`config.mk`:
```
export PLATFORM = sky130hd
export DESIGN_NAME = sapho_io_ctrl
export DESIGN_NICKNAME = d
export VERILOG_FILES = /design/src/rtl/sapho_io_ctrl.sv
export SDC_FILE = /design/constraint.sdc
export NUM_CORES = 1
export LEC_CHECK = 0
export ABC_CLOCK_PERIOD_IN_PS = 6500
export CAP_MARGIN = 10
export CORE_MARGIN = 2
export CORE_UTILIZATION = 50
export DETAILED_ROUTE_END_ITERATION = 6
export PLACE_DENSITY_LB_ADDON = 0.2
export SLEW_MARGIN = 20
export SYNTH_ARGS = -nofsm -noshare
export SYNTH_HDL_FRONTEND = slang
export SYNTH_SLANG_ARGS = --single-unit
```
`constraint.sdc`:
```
create_clock -name clk -period 6.5 [get_ports clk]
set_clock_uncertainty 0.2 [all_clocks]
set_input_delay 0.975 -clock clk [delete_from_list [all_inputs] [get_ports clk]]
set_output_delay 0.975 -clock clk [all_outputs]
set_load 0.005 [all_outputs]
```
`src/rtl/sapho_io_ctrl.sv`:
```
// sapho_io_ctrl: I/O port controller between the core bus and peripherals.
// One-word buffers per port, stall generation and round-robin interrupt.
module sapho_io_ctrl #(
  parameter int NUBITS  = 32,
  parameter int NUIOIN  = 2,
  parameter int NUIOOUT = 5,
  parameter int SRCW    = 1
) (
  input  logic                      clk,
  input  logic                      rst,
  input  logic [NUIOIN-1:0]         proc_req_in,
  output logic [NUBITS-1:0]         proc_io_in,
  input  logic [NUIOOUT-1:0]        proc_out_en,
  input  logic [NUBITS-1:0]         proc_io_out,
  output logic                      proc_stall,
  input  logic                      itr_en,
  output logic                      proc_itr,
  output logic [SRCW-1:0]           itr_src,
  input  logic [NUIOIN*NUBITS-1:0]  in_data,
  input  logic [NUIOIN-1:0]         in_valid,
  output logic [NUIOIN-1:0]         in_ready,
  output logic [NUIOOUT*NUBITS-1:0] out_data,
  output logic [NUIOOUT-1:0]        out_valid,
  input  logic [NUIOOUT-1:0]        out_ready,
  output logic                      err_strobe
);
  localparam int IW = (NUIOIN > 1) ? $clog2(NUIOIN) : 1;
  localparam logic [0:0] S_IDLE = 1'b0;
  localparam logic [0:0] S_WAIT = 1'b1;

  logic [NUBITS-1:0]  hold [NUIOIN];
  logic [NUIOIN-1:0]  full;
  logic [NUIOIN-1:0]  fresh;
  logic [SRCW-1:0]    ptr;
  logic [0:0]         state;

  logic               rd_multi;
  logic               wr_multi;
  logic               rd_sel;
  logic               wr_sel;
  logic               rd_hit;
  logic               wr_free;
  logic               stall_raw;
  logic               rd_go;
  logic               wr_go;
  logic [NUIOIN-1:0]  cap;
  logic [NUIOIN-1:0]  rd_clr;
  logic [NUIOIN-1:0]  gnt_clr;
  logic [NUIOOUT-1:0] ld;
  logic               gnt_hit;
  logic [SRCW-1:0]    gnt_idx;
  logic               gnt_go;
  logic               gnt_full;
  logic [SRCW-1:0]    ptr_next;

  assign rd_multi = |(proc_req_in & (proc_req_in - NUIOIN'(1)));
  assign wr_multi = |(proc_out_en & (proc_out_en - NUIOOUT'(1)));
  assign rd_sel   = |proc_req_in & ~rd_multi;
  assign wr_sel   = |proc_out_en & ~wr_multi;
  assign rd_hit   = |(proc_req_in & full);
  assign wr_free  = |(proc_out_en & (~out_valid | out_ready));

  // A request that cannot complete holds the core; both sides wait together
  assign stall_raw  = (rd_sel & ~rd_hit) | (wr_sel & ~wr_free);
  assign proc_stall = rst & stall_raw;

  assign rd_go   = rd_sel & rd_hit & ~stall_raw;
  assign wr_go   = wr_sel & wr_free & ~stall_raw;
  assign rd_clr  = rd_go ? proc_req_in : '0;
  assign ld      = wr_go ? proc_out_en : '0;
  assign cap     = in_valid & ~full;
  assign in_ready = ~full;

  assign gnt_go   = (state == S_IDLE) & itr_en & gnt_hit;
  assign gnt_clr  = gnt_go ? (NUIOIN'(1) << gnt_idx) : '0;
  assign gnt_full = |(full & (NUIOIN'(1) << itr_src));
  assign ptr_next = (int'(gnt_idx) == NUIOIN - 1) ? '0
                  : gnt_idx + SRCW'(1);

  // Zero-latency read mux from the selected hold register
  always_comb begin
    proc_io_in = '0;
    for (int i = 0; i < NUIOIN; i++)
      if (rst && rd_sel && proc_req_in[i] && full[i])
        proc_io_in = hold[i];
  end

  // Round-robin search for the first fresh port from ptr upward
  always_comb begin
    int p;
    p       = 0;
    gnt_hit = 1'b0;
    gnt_idx = '0;
    for (int k = NUIOIN - 1; k >= 0; k--) begin
      p = int'(ptr) + k;
      if (p >= NUIOIN) p = p - NUIOIN;
      if (fresh[p[IW-1:0]]) begin
        gnt_hit = 1'b1;
        gnt_idx = SRCW'(p);
      end
    end
  end

  // Input hold registers with full and fresh flags
  always_ff @(posedge clk or negedge rst) begin
    if (!rst) begin
      full  <= '0;
      fresh <= '0;
      for (int i = 0; i < NUIOIN; i++) hold[i] <= '0;
    end else begin
      full  <= (full & ~rd_clr) | cap;
      fresh <= (fresh & ~rd_clr & ~gnt_clr) | cap;
      for (int i = 0; i < NUIOIN; i++)
        if (cap[i]) hold[i] <= in_data[i*NUBITS +: NUBITS];
    end
  end

  // Output slots: load overrides drain, error flag is sticky
  always_ff @(posedge clk or negedge rst) begin
    if (!rst) begin
      out_valid  <= '0;
      out_data   <= '0;
      err_strobe <= 1'b0;
    end else begin
      out_valid  <= (out_valid & ~out_ready) | ld;
      err_strobe <= err_strobe | rd_multi | wr_multi;
      for (int j = 0; j < NUIOOUT; j++)
        if (ld[j]) out_data[j*NUBITS +: NUBITS] <= proc_io_out;
    end
  end

  // Interrupt FSM: one pulse per grant, then wait for the read
  always_ff @(posedge clk or negedge rst) begin
    if (!rst) begin
      state    <= S_IDLE;
      proc_itr <= 1'b0;
      itr_src  <= '0;
      ptr      <= '0;
    end else begin
      proc_itr <= 1'b0;
      unique case (state)
        S_IDLE: if (gnt_go) begin
          proc_itr <= 1'b1;
          itr_src  <= gnt_idx;
          ptr      <= ptr_next;
          state    <= S_WAIT;
        end
        S_WAIT: if (!gnt_full || !itr_en) state <= S_IDLE;
        default: state <= S_IDLE;
      endcase
    end
  end
endmodule

```
Word-level counts from Yosys, hierarchy flattened
Cells that the tools add are included.
{"block": "word_totals", "regBits": 238, "latch_bits": 0, "mem_bits_rw": 0, "romBits": 0, "output_inout_bits": 203, "wordCells": 102, "n_memories": 0}
{"block": "op_classes", "n_addsub": 6, "mul": 0, "div": 0, "n_lt_le_gt_ge": 4, "n_eq_ne": 0, "shift": 2, "n_mux": 20, "bitwise_logic": 39, "reduce_logical": 16}
{"cell": "$mux W32", "n": 2}
{"cell": "$and A5 B5 Y5", "n": 3}
{"cell": "$reduce_or A5 Y1", "n": 3}
{"cell": "$and A2 B2 Y2", "n": 7}
{"cell": "$mux W1", "n": 14}
{"cell": "$and A1 B1 Y1", "n": 11}
{"cell": "$not A5 Y5", "n": 2}
{"cell": "$or A5 B5 Y5", "n": 2}
{"cell": "$reduce_or A2 Y1", "n": 4}
{"cell": "$not A1 Y1", "n": 6}
{"cell": "$not A2 Y2", "n": 3}
{"cell": "$logic_and A1 B1 Y1", "n": 5}
{"cell": "$mux W5", "n": 1}
{"cell": "$sub A5 B1 Y5 const B", "n": 1}
{"cell": "$lt A1 B2 Y1 const B", "n": 2}
{"cell": "$mux W2", "n": 2}
{"cell": "$or A2 B2 Y2", "n": 2}
{"cell": "$shl A1 B1 Y2 const A", "n": 2}
{"cell": "$or A1 B1 Y1", "n": 3}
{"cell": "$add A1 B1 Y2 const B", "n": 1}
{"cell": "$ge A1 B2 Y1 const B", "n": 1}
{"cell": "$ge A2 B2 Y1 const B", "n": 1}
{"cell": "$logic_not A1 Y1", "n": 2}
{"cell": "$pmux W1 S2", "n": 1}
{"cell": "other kinds (5)", "n": 6}

Longest topological paths before layout
{"block": "logic_depth", "word_depth": 14, "depth_mapped": 7, "mapped_depth_nobuf": 5}

Least setup slack after synthesis
OpenSTA, ideal clock, no wires.
{"block": "synth_path", "kind": "input port to output port", "from": "input port out_ready[2]", "to": "output port proc_stall", "arrival_ns": 2.204, "slack_ns": 3.121, "stages": 4, "path_cell_list": "nand2b_1 a222oi_1 o211ai_1 a21boi_0"}
{"block": "synth_via", "elab_chain_len": 7}
{"element": "start, declared", "line": "24", "text": "input logic [NUIOOUT-1:0] out_ready,"}
{"element": "$or A5 B5 Y5", "line": "61", "text": "assign wr_free = |(proc_out_en & (~out_valid | out_ready));"}
{"element": "$and A5 B5 Y5", "line": "61"}
{"element": "$reduce_or A5 Y1", "line": "61"}
{"element": "$not A1 Y1", "line": "64", "text": "assign stall_raw = (rd_sel & ~rd_hit) | (wr_sel & ~wr_free);"}
{"element": "$and A1 B1 Y1", "line": "64"}
{"element": "$or A1 B1 Y1", "line": "64"}
{"element": "$and A1 B1 Y1", "line": "65", "text": "assign proc_stall = rst & stall_raw;"}
{"element": "end, declared", "line": "15", "text": "output logic proc_stall,"}
Every way passes these cells.

Worst setup path after layout
Ends and elaborated chain as after synthesis.

==> key figures <==
Floorplanning
  – DIE AREA: 20900 sq um
  – Initial Utilization: 50.8%
  – # IOs: 316
  – Die X: 145 microns
  – Die Height: between 100 and 150 microns
  – CORE AREA: 19500 sq um
  – Site Rows: 51

Synth
  – Ys Warns: 0
  – Avg Cell Area, Syn: 16.7 sq um
  – Ys flop type: dfrtp_1
  – Multiplexer share of the synthesized area: around 30%
  – Synth cell types: 35
  – Post-synthesis adder-cell area fraction: 0.228%
  – Syn_nets: 706
  – Synthesized area: 9890 sq um
  – Synth Area in Compound Gates: 4.92%
  – Synth Register Bits: 238
  – Syn Inst Count: 592
  – Sequential fraction of the synthesis area: about three fifths
  – Post-synth ARST share: 100%
  – Largest family of logic cells by synthesized area: multiplexers
  – Simple-gate area share of the yosys netlist: under 10%
  – Post-Synth XOR/XNOR Area: 0.0885%
  – EDFF count, synth: 0

Cells and area
  – Register area: 5960 sq um
  – Final instance area: 14000 sq um
  – Synth-to-Final Area Change: 41.8%
  – Multi-input gate area: 3740 sq um
  – Filler instances: 1252
  – Commonest cells after routing, fill and taps aside: clkdlybuf4s50_1 (314), dfrtp_1 (238), mux2_4 (116)
  – Layout cells sized above 1: between 30 and 40%
  – NumNets Final: 1023
  – Final core area utilization: 72.1%
  – Commonest non-fill, non-tap cell in the layout: clkdlybuf4s50_1

Global routing
  – First-pass GRT wire length: ~38000 microns
  – Initial antenna violation count: 1
  – Number of global-route vias before repair: 6801
  – Gr usage total: 23.7%
  – Largest net degree at the start of global routing: 69
  – GRT overflow: 0

Timing
  – Setup TNS: 0 ps
  – Slew Viols, Final: 0
  – Max-slew headroom: 33.4%
  – Final worst path period share: just under 80%
  – Fmax: 200 MHz
  – Final hold vios: 0
  – Final worst setup slack: around 1500 ps
  – RSZ-0062 raised after global routing: false
  – Crit path time final: 5000 ps
  – Worst slew pin tran: between 900 and 1000 ps
  – Final setup viols: 0

Pwr
  – Logic pwr share: 31.7%
  – P_int: 3.95 mW
  – Switching Power: 1.35 mW
  – Sequential power share: 42.9%
  – Sw Ratio: 25.5%
  – Pwr Density: 378 nW/um^2
  – Leakage: 6.30 nW
  – Clock network fraction of total power: 25.5%
  – Max VDD drop: 282 uV

Worst setup path
  – Crit end category: output port
  – Largest fanout on the critical path: 5
  – Arrival time worst endpoint: approximately 3800 ps
  – Worst EP required: 5320 ps
  – FF-to-FF Start: out_valid[2]$_DFF_PN0_
  – Startpoint Class: input pin
  – WS Path Type: input pin to output port
  – Critical Path Source: out_ready[2]

Clocking
  – Htree depth: 1
  – CTS Buffer Depth: 3
  – CTS tree: yes
  – Clk_lat worst skew: 510 ps
  – Clock sink count: 238
  – Clk root buf: clkbuf_16
  – Cts hold-fix bufs: 0
  – Clk slew on worst S/H paths: 60 ps
  – Post-CTS setup repair buffer count: 0
  – Cells resized by post-CTS repair: 0
  – Clock buffer count from CTS: 25

Drt
  – DRC: 0
  – 1st-iter DRT viols: 254
  – First-pass DRT Iterations: 4
  – Vias per cell: 5.21
  – WL/cell: between 20 and 25 microns
  – Post-detailed-routing wire length: ~25000 microns
  – Post-route ant nets: 0
  – Vias post-DR: 6216

Place
  – Post-Place Setup Slack: roughly 1600 ps
  – Port bufs: ~320
  – Post-DP HPWL: 17200 microns
  – Placer Congestion: ~0.85
  – Dpl cell area: approximately 13000 sq um

Outcome
  – Run status: complete, no violations

Flow run
  – Max_cap viols: 0

Worst hold path
  – Min-delay worst type: input pin to asynchronous set/reset pin
## critical path: stages
cell             delay [ps]
clkdlybuf4s50_1         410
nand2b_1                180
a222oi_1                850
o211ai_1                470
a21boi_0                360
clkdlybuf4s50_1         590
## power groups by stage
stage	clock network [mW]	logic [mW]	registers, mW
after global placement	0	1.65	2.26
after CTS	1.38	1.70	2.28
after global routing	1.44	1.79	2.33
final	1.35	1.68	2.27
after detailed placement	0	1.69	2.29
after floorplan	0	0.671	2.25
## layer usage
layer	part of all wire (%)	global-route usage (%)	vias up
li1	-	-	2787
met1	41	29.5	3154
met2	48	39.4	223
met3	7.4	6.84	52
met4	3.6	9.15	0
met5	0	0	-
## metrics by stage
| step | cells | power [mW] | hold WS [ps] |
|---|---|---|---|
| finish | 1193 | 5.31 | 179 |
| global route | 1192 | 5.56 | 200 |
| CTS | 1191 | 5.36 | 193 |
| detailed placement | 1147 | 3.98 | 253 |
| global placement | 1147 | 3.92 | 250 |
| floorplan | 592 | 2.92 | 250 |
## flip-flops by register name, indices dropped and copies added, names as in the netlist
signal	flops
err_strobe	1
ptr	1
proc_itr	1
out_valid	5
state	1
fresh	2
hold	64
itr_src	1
full	2
out_data	160
## synthesized netlist by cell type (3+ instances only)
master / instances / share of area [%]
a21oi_1: 6 / 0.30
a22o_1: 32 / 2.8
buf_2: 3 / 0.15
buf_6: 12 / 1.4
clkbuf_1: 16 / 0.61
dfrtp_1: 238 / 60
inv_1: 4 / 0.15
mux2_2: 108 / 12
mux2_4: 116 / 18
nand2_1: 9 / 0.34
nand2b_1: 7 / 0.44
nand3_4: 4 / 0.71
nor2_1: 4 / 0.15
nor2b_1: 3 / 0.19
## layout make-up
type / instances / share of cell area (%)
Tap cell: 265 / 2.36
Sequential cell: 238 / 42.5
Multi-Input combinational cell: 319 / 26.6
Clock buffer: 41 / 5.39
Antenna cell: 2 / 0.0357
Timing Repair Buffer: 321 / 22.8
Inverter: 4 / 0.107
Clock inverter: 3 / 0.178
## cell families (layout without fill, tap and decap cells)
kind of cell / after synthesis / after routing
XOR/XNOR: 1 / 1
AND/OR/NAND/NOR: 34 / 34
other: 0 / 2
adder cells (fa/ha/maj): 2 / 2
buffers and inverters: 35 / 369
AO/OA/AOI/OAI: 58 / 58
multiplexers: 224 / 224
flip-flops: 238 / 238
## path summary, 6_finish.rpt
check	endpoint	slack (ps)	cells past startpoint
setup reg to reg	out_data[65]$_DFFE_PN0P_	3580	5
setup / recovery	proc_stall	1500	6
hold reg to reg	err_strobe$_DFF_PN0_	260	2
max in group asynchronous	out_data[114]$_DFFE_PN0P_	3950	3
min in group clk	err_strobe$_DFF_PN0_	260	2
hold / removal	out_data[76]$_DFFE_PN0P_	180	1
No activity file was read; power rests on OpenSTA's default activity.
